`src/rtl/pump_relay_guard.sv`:
```
// Pump relay guard: source select, min off-time, max on-time watchdog, ml accounting.
// Optional SESSION_COUNT_EN adds an 8-bit saturating count of pump starts.
module pump_relay_guard #(
  parameter int unsigned MIN_OFF_CYC = 500000,
  parameter int unsigned MAX_ON_CYC  = 40000000,
  parameter int unsigned CYC_PER_ML  = 34091,
  parameter int unsigned VOL_W       = 20
) (
  input  logic             clk,
  input  logic             rst,
  input  logic [1:0]       mode,
  input  logic             relay_manual,
  input  logic             relay_auto,
  input  logic             estop,
  input  logic             fault_clr,
  input  logic             clr_vol,
  output logic             relay_out,
  output logic [VOL_W-1:0] vol_ml,
  output logic             fault,
  output logic             busy
`ifdef SESSION_COUNT_EN
  ,
  output logic [7:0]       session_cnt
`endif
);

  localparam int unsigned ON_W  = $clog2(MAX_ON_CYC + 1);
  localparam int unsigned OFF_W = $clog2(MIN_OFF_CYC + 1);
  localparam int unsigned ML_W  = $clog2(CYC_PER_ML + 1);
  localparam logic [ON_W-1:0]  ON_LAST  = ON_W'(MAX_ON_CYC - 1);
  localparam logic [OFF_W-1:0] OFF_LAST = OFF_W'(MIN_OFF_CYC - 1);
  localparam logic [ML_W-1:0]  ML_LAST  = ML_W'(CYC_PER_ML - 1);

  typedef enum logic [1:0] {IDLE, ON, COOLDOWN, FAULT} state_t;

  state_t           state_q, state_d;
  logic [ON_W-1:0]  on_cnt_q, on_cnt_d;
  logic [OFF_W-1:0] off_cnt_q, off_cnt_d;
  logic [ML_W-1:0]  ml_cnt_q, ml_cnt_d;
  logic [VOL_W-1:0] vol_q, vol_d;
  logic             relay_q, relay_d;
  logic             fault_q, fault_d;
  logic             busy_q, busy_d;
  logic             req;

  always_comb begin
    case (mode)
      2'b00:   req = relay_manual;
      2'b01:   req = relay_auto;
      default: req = 1'b0;
    endcase
  end

  always_comb begin
    state_d   = state_q;
    on_cnt_d  = on_cnt_q;
    off_cnt_d = off_cnt_q;
    case (state_q)
      IDLE: if (req && !estop) begin
        state_d  = ON;
        on_cnt_d = '0;
      end
      ON: begin
        on_cnt_d = on_cnt_q + 1'b1;
        if (estop) begin
          state_d   = COOLDOWN;
          off_cnt_d = '0;
        end else if (on_cnt_q == ON_LAST) begin
          state_d = FAULT;
        end else if (!req) begin
          state_d   = COOLDOWN;
          off_cnt_d = '0;
        end
      end
      COOLDOWN: begin
        if (off_cnt_q == OFF_LAST) state_d = IDLE;
        else                       off_cnt_d = off_cnt_q + 1'b1;
      end
      FAULT: if (fault_clr && !req) begin
        // A held request must be dropped first so the pump cannot self-restart.
        state_d   = COOLDOWN;
        off_cnt_d = '0;
      end
      default: state_d = IDLE;
    endcase
    relay_d = (state_d == ON);
    fault_d = (state_d == FAULT);
    busy_d  = (state_d == ON) || (state_d == COOLDOWN);
  end

  // Volume follows the registered relay, so it tracks actual pump on-time.
  always_comb begin
    ml_cnt_d = ml_cnt_q;
    vol_d    = vol_q;
    if (clr_vol) begin
      ml_cnt_d = '0;
      vol_d    = '0;
    end else if (relay_q) begin
      if (ml_cnt_q == ML_LAST) begin
        ml_cnt_d = '0;
        if (vol_q != '1) vol_d = vol_q + 1'b1;
      end else begin
        ml_cnt_d = ml_cnt_q + 1'b1;
      end
    end
  end

  always_ff @(posedge clk or posedge rst) begin
    if (rst) begin
      state_q   <= IDLE;
      on_cnt_q  <= '0;
      off_cnt_q <= '0;
      ml_cnt_q  <= '0;
      vol_q     <= '0;
      relay_q   <= 1'b0;
      fault_q   <= 1'b0;
      busy_q    <= 1'b0;
    end else begin
      state_q   <= state_d;
      on_cnt_q  <= on_cnt_d;
      off_cnt_q <= off_cnt_d;
      ml_cnt_q  <= ml_cnt_d;
      vol_q     <= vol_d;
      relay_q   <= relay_d;
      fault_q   <= fault_d;
      busy_q    <= busy_d;
    end
  end

  assign relay_out = relay_q;
  assign vol_ml    = vol_q;
  assign fault     = fault_q;
  assign busy      = busy_q;

`ifdef SESSION_COUNT_EN
  logic [7:0] sess_q, sess_d;

  always_comb begin
    sess_d = sess_q;
    if (clr_vol)                                           sess_d = '0;
    else if (state_q == IDLE && state_d == ON && sess_q != 8'hFF) sess_d = sess_q + 1'b1;
  end

  always_ff @(posedge clk or posedge rst) begin
    if (rst) sess_q <= '0;
    else     sess_q <= sess_d;
  end

  assign session_cnt = sess_q;
`endif

endmodule
```
`config.mk`:
```
export PLATFORM = sky130hd
export DESIGN_NAME = pump_relay_guard
export DESIGN_NICKNAME = d
export VERILOG_FILES = /design/src/rtl/pump_relay_guard.sv
export SDC_FILE = /design/constraint.sdc
export NUM_CORES = 1
export LEC_CHECK = 0
export ABC_AREA = 1
export CORE_AREA = 4 4 97 145
export CTS_BUF_LIST = sky130_fd_sc_hd__clkbuf_2
export DETAILED_ROUTE_END_ITERATION = 16
export DIE_AREA = 0 0 101 149
export MAX_ROUTING_LAYER = met4
export REMOVE_ABC_BUFFERS = 1
export SLEW_MARGIN = 20
export SYNTH_ARGS = -nofsm -noshare
export SYNTH_HDL_FRONTEND = slang
export SYNTH_SLANG_ARGS = --single-unit
```
`constraint.sdc`:
```
create_clock -name clk -period 5.3 [get_ports clk]
set_input_delay 1.06 -clock clk [delete_from_list [all_inputs] [get_ports clk]]
set_output_delay 1.06 -clock clk [all_outputs]
set_load 0.01 [all_outputs]
```
==> summary.md, run 1 <==
| Metric | Value |
|---|---|
| Maximum clock rate | 362 MHz |
| Layout cell share with drive strength beyond 1 | 0.0474 |
| I/O Buffers | 31 |
| Final Skew | ~48 ps |
| Post-synthesis sequential area ratio | 0.373 |
| Crit share post-route | 0.522 |
| Share of Yosys cell area claimed by the top area cell type | 0.373 |
| Worst Tran Pin Value | ~910 ps |
| Setup TNS | 0 ps |
| Cts bufs inserted | 9 |
| First-pass GRT wire length | approximately 24 mm |
| Syn_area_per_cell | 6.61 um^2 |
| WS Path Type | flop to primary output |
| #FFs+latches synth | 86 |
| TritonRoute pass-1 iters | 7 |
| Core ar. | between 10000 and 15000 um^2 |
| Post_cts resized | 0 |
| Yosys top cell by area | dfrtp_1 |
| Cts hold-fix bufs | 0 |
| Antenna Nets Post-Route | 0 |
| Worst-skew pair later-pin latency | about 560 ps |
| Initial antenna violation count | 1 |
| Area contributors post-synth | dfrtp_1 37%, nand2_1 20%, nor2_1 8.7%, nand3_1 6.2%, inv_1 5.7% |
| Setup ws final | 2540 ps |
| Max_slew headroom | 0.396 |
| Predominant post-synthesis flop cell | dfrtp_1 |
| FP Rows | 51 |
| RSZ-0062 raised after global routing | false |
| CTS root buf | clkbuf_2 |
| Critical Path End Type | primary output |
| Filler Cell Count | about 1300 |
| Syn Inst Count | 873 |
| Mapped Area | between 5000 and 6000 um^2 |
| Max Slew Vio Count | 0 |
| Area after DPL | roughly 6200 um^2 |
| Clk sinks | 86 |
| CTS tree | done |
| Critical path arrival | 1700 ps |
| Commonest cells post-synth | 301 x nand2_1, 133 x nor2_1, 88 x inv_1 |
| DRC viols | 0 |
| Post-synth EDFFs | 0 |
| Area grow syn2layout | 9.11% |
| Initial core utilization | 0.450 |
| Post-CTS setup buffer count | 0 |
| Nets | 923 |
| DP Wirelength | 10.6 mm |
| Crit-path cells | clkdlybuf4s50_1 |
| Initial DRC Count | 217 |
| Via-per-instance ratio | 5.18 |
| Largest net degree at the start of global routing | 57 |
| LEAKAGE | 2.85 nW |
| CP max FO | 8 |
| Most common cell in the netlist | nand2_1 |
| Yosys cell types | 36 |
| Reg2Reg Setup Slack | 2830 ps |
| Die width | 101 um |
| Placer congestion estimate | 0.953 |
| Die Area | 15000 um^2 |
| Grt ovf | 0 |
| Vias | 5524 |
| Max Cap Viol | 0 |
| Final instance area | 6300 um^2 |
| Yosys warnings | 0 |
| CP bufs+invs | 1 |
| Pre-CTS WS | 1950 ps |
| Longest Clk Path Bufs | 2 |
| CTS H-tree lvls | 3 |
| Fin crit period | 2760 ps |
| Top Ports | 32 |
| Hold Crit Class | flop to flop |
| Crit path max-delay family | buffers and inverters |
| Worst path required time | 4240 ps |
| DIE HEIGHT | 149 um |
| WL final | 14.3 mm |
| Fin. Hold Viols | 0 |
| Startpoint types | flop |
| Gr usage total | 0.203 |
| Clock transition at path regs | 260 ps |
| Worst path slowest cell | clkdlybuf4s50_1 |
| Power per cell area | 251 nW/um^2 |
| Number of global-route vias before repair | 5366 |
| Worst path max stage delay | slightly below 600 ps |
| Status | complete, no violations |
| Per-cell routed wire length | 13.4 um |
| FFs w/ async S/R, synth | 1.00 |
| Final setup violation count | 0 |
| VDD IR max | 0.243 mV |
area by class of cell:
cell class	instances	area [um^2]	share of cell area
well taps	159	199	0.0316
repair buffers	34	333	0.0529
flip-flops and latches	86	2150	0.342
clock inverters	5	35.0	0.00556
inverters	91	344	0.0547
multi-input cells	681	3180	0.505
clock buffers	10	50.0	0.00795
diodes	1	2.50	0.000397
per-stage QoR:
step	utilization	std cells	hold slack, ps	power, mW
after global placement	0.484	1051	490	1.29
after CTS	0.491	1066	547	1.62
after global routing	0.491	1067	592	1.70
after detailed placement	0.484	1051	496	1.31
final	0.491	1067	538	1.58
after floorplan	-	858	468	1.11
flip-flops by register name (all words and copies together) (netlist names):
| register | count |
|---|---|
| ml_cnt_q | 16 |
| off_cnt_q | 19 |
| on_cnt_q | 26 |
| busy | 1 |
| fault | 1 |
| state_q | 2 |
| vol_ml | 20 |
| relay_out | 1 |
cell families after synthesis:
kind of cell               count (synthesis)  synth area share
buffers and inverters                    106            0.0759
DFF                                       86             0.373
and+or+nand+nor                          580             0.429
xor gates and xnor gates                  26            0.0395
AOI/OAI and AO/OA                         64            0.0590
adders and majority gates                 11            0.0239
cell usage in the layout (no fill, tap or decap), drive strengths merged, types with 3 or more instances in the layout:
master         synthesis  routed
or2                    3       3
nor3                  27      27
o21ai                 39      39
clkinv                 1       4
xor2                  19      19
clkbuf                 5      10
nand2                309     309
inv                   90      91
xnor2                  7       7
nor2                 139     139
buf                   10       3
ha                    11      11
nand3                 72      72
nand4                 27      27
dfrtp                 86      86
clkdlybuf4s50          0      31
a21oi                 22      22
power by group:
part,internal [mW],switching [mW],leakage [nW]
clock,0.0621,0.237,0.0582
sequential,0.697,0.0437,1.19
combinational,0.148,0.392,1.60
worst paths after layout:
check / startpoint / endpoint / cells after the start
max in group asynchronous: rst / vol_ml[15]$_DFFE_PP0P_ / 3
min in group asynchronous: rst / ml_cnt_q[5]$_DFFE_PP0P_ / 2
setup / recovery: vol_ml[0]$_DFFE_PP0P_ / vol_ml[0] / 1
hold reg to reg: off_cnt_q[1]$_DFFE_PP0P_ / off_cnt_q[1]$_DFFE_PP0P_ / 2
setup reg to reg: state_q[1]$_DFF_PP0_ / busy$_DFF_PP0_ / 10
hold / removal: off_cnt_q[1]$_DFFE_PP0P_ / off_cnt_q[1]$_DFFE_PP0P_ / 2
layer usage:
layer	wire length (um)	share of wire	global-route usage
met5	0	0	-
met4	259	0.018	0.0699
met3	371	0.026	0.0262
met2	7470	0.52	0.358
met1	6240	0.44	0.234
Power figures use the tool's default switching activity.
==> inputs of run 2 (changes only) <==
PLACE_DENSITY = 0.65   (was default)
clock period = 2.33 ns   (was 5.3 ns; I/O delays follow)
==> summary.md, run 2 (synthesis gave the netlist of run 1 again) <==
| Metric | Value |
|---|---|
| Top Ports | 32 (unchanged) |
| Worst path max stage delay | 590 ps (about the same) |
| Post-CTS setup buffer count | 0 (unchanged) |
| Fin. Hold Viols | 0 (unchanged) |
| Crit-path cells | clkdlybuf4s50_1 |
| Die width | 101 um (unchanged) |
| DP Wirelength | 10.7 mm (+0.88%) |
| Critical Path End Type | primary output |
| Initial DRC Count | 294 (+35%) |
| Initial core utilization | 0.450 (unchanged) |
| Via-per-instance ratio | 5.06 (-2.2%) |
| Area grow syn2layout | 12.6% |
| Cts bufs inserted | 9 (unchanged) |
| Vias | 5468 (-1.0%) |
| Post_cts resized | 0 (unchanged) |
| Total power | 4.07 mW (+160%) |
| Max reg flops | 26 (unchanged) |
| Initial antenna violation count | 1 (unchanged) |
| Worst-skew pair later-pin latency | 560 ps (about the same) |
| Max_slew headroom | 0.716 (+0.320) |
| Commonest non-fill, non-tap cell in the layout | nand2_1 |
| Setup ws final | 193 ps (-2340 ps) |
| DIE HEIGHT | 149 um (unchanged) |
| WS Path Type | flop to primary output |
| Final Skew | 23.1 ps (-24.6 ps) |
| Clock transition at path regs | 250 ps (about the same) |
| Cts hold-fix bufs | 0 (unchanged) |
| CTS root buf | clkbuf_2 |
| Placer congestion estimate | 0.932 (-2.2%) |
| Util after Layout | 0.507 (+0.0159) |
| Gr usage total | 0.208 (+0.00524) |
| Number of global-route vias before repair | 5360 (-0.11%) |
| Clk sinks | 86 (unchanged) |
| CTS H-tree lvls | 3 (unchanged) |
| Per-cell routed wire length | 13.0 um (-3.0%) |
| Final setup violation count | 0 (unchanged) |
| Worst path slowest cell | clkdlybuf4s50_1 |
| RSZ-0062 raised after global routing | false |
| CTS tree | done |
| TritonRoute pass-1 iters | 4 (-3) |
| WL final | 14.1 mm (-1.9%) |
| Power per cell area | 626 nW/um^2 (+150%) |
| Crit path max-delay family | buffers and inverters |
| Commonest cells after routing, fill and taps aside | 301 x nand2_1, 133 x nor2_1, 87 x inv_1 |
| Longest Clk Path Bufs | 2 (unchanged) |
| Maximum clock rate | about 470 MHz |
| VDD IR max | 0.522 mV (+110%) |
| Die Area | 15000 um^2 (unchanged) |
| First-pass GRT wire length | 24.7 mm (+0.99%) |
| Max Cap Viol | 0 (unchanged) |
| Crit share post-route | 0.917 |
| Status | complete, no violations |
| LEAKAGE | 2.96 nW (+3.8%) |
| Largest net degree at the start of global routing | 37 (-35%) |
| Critical path arrival | 1670 ps (-30 ps) |
| Fin crit period | between 2000 and 2500 ps |
| Startpoint types | flop |
| FP Rows | 51 (unchanged) |
| I/O Buffers | 31 (unchanged) |
| CP bufs+invs | 1 (unchanged) |
| CP max FO | 6 (-2) |
| Pre-CTS WS | 175 ps (-1770 ps) |
| DRC viols | 0 (unchanged) |
| Layout cell share with drive strength beyond 1 | 0.0609 (+0.0135) |
| Antenna Nets Post-Route | 0 (unchanged) |
| Hold Crit Class | primary input to asynchronous set/reset pin |
| Worst Tran Pin Value | 422 ps (-484 ps) |
| Core ar. | 12800 um^2 (unchanged) |
| Grt ovf | 0 (unchanged) |
| Most flops, register | on_cnt_q |
| Worst path required time | 1860 ps (-2380 ps) |
| Filler Cell Count | 1341 (+1.4%) |
| Nets | 935 (+1.3%) |
| Max Slew Vio Count | 0 (unchanged) |
run 2: final timing paths:
kind | depth (start not counted) | endpoint | start | slack, ps
max | 1 | vol_ml[13] | vol_ml[13]$_DFFE_PP0P_ | 190
min | 2 | vol_ml[19]$_DFFE_PP0P_ | rst | 160
max reg2reg | 11 | busy$_DFF_PP0_ | on_cnt_q[1]$_DFFE_PP0P_ | 250
min reg2reg | 2 | off_cnt_q[1]$_DFFE_PP0P_ | off_cnt_q[1]$_DFFE_PP0P_ | 530
max in group asynchronous | 3 | off_cnt_q[6]$_DFFE_PP0P_ | rst | 1630
min in group clk | 2 | off_cnt_q[1]$_DFFE_PP0P_ | off_cnt_q[1]$_DFFE_PP0P_ | 530
run 2: power breakdown:
group	leakage, nW	internal (mW)	switching (mW)
Sequential	1.19	1.58	0.0876
Clock	0.0963	0.475	0.547
Combinational	1.67	0.438	0.935
run 2: cell type report:
cell class / count / area [um^2] / share of cell area
multi-input cells: 681 / 3180 / 0.489
clock buffers: 11 / 55.1 / 0.00847
inverters: 91 / 343 / 0.0527
clock inverters: 5 / 108 / 0.0166
repair buffers: 46 / 460 / 0.0708
well taps: 159 / 199 / 0.0306
diodes: 1 / 2.50 / 0.000385
flip-flops and latches: 86 / 2150 / 0.331
run 2: metrics by stage:
step | setup TNS, ps | instance area, um^2 | instances | hold slack [ps]
3_3_place_gp | 0 | 6330 | 1063 | 486
5_1_grt | 0 | 6500 | 1080 | 130
2_1_floorplan | -30780 | 5670 | 858 | 468
4_1_cts | 0 | 6500 | 1079 | 112
3_5_place_dp | 0 | 6330 | 1063 | 490
6_report | 0 | 6500 | 1080 | 159
run 2: metal layers:
metal  part of all wire  wire length [um]  GRT usage  up-vias
met3              0.030               418     0.0197       33
met4              0.029               405     0.0938        0
li1                   -                 -          -     2853
met5                  0                 0          -        -
met2               0.53              7430      0.366       88
met1               0.41              5810      0.236     2494
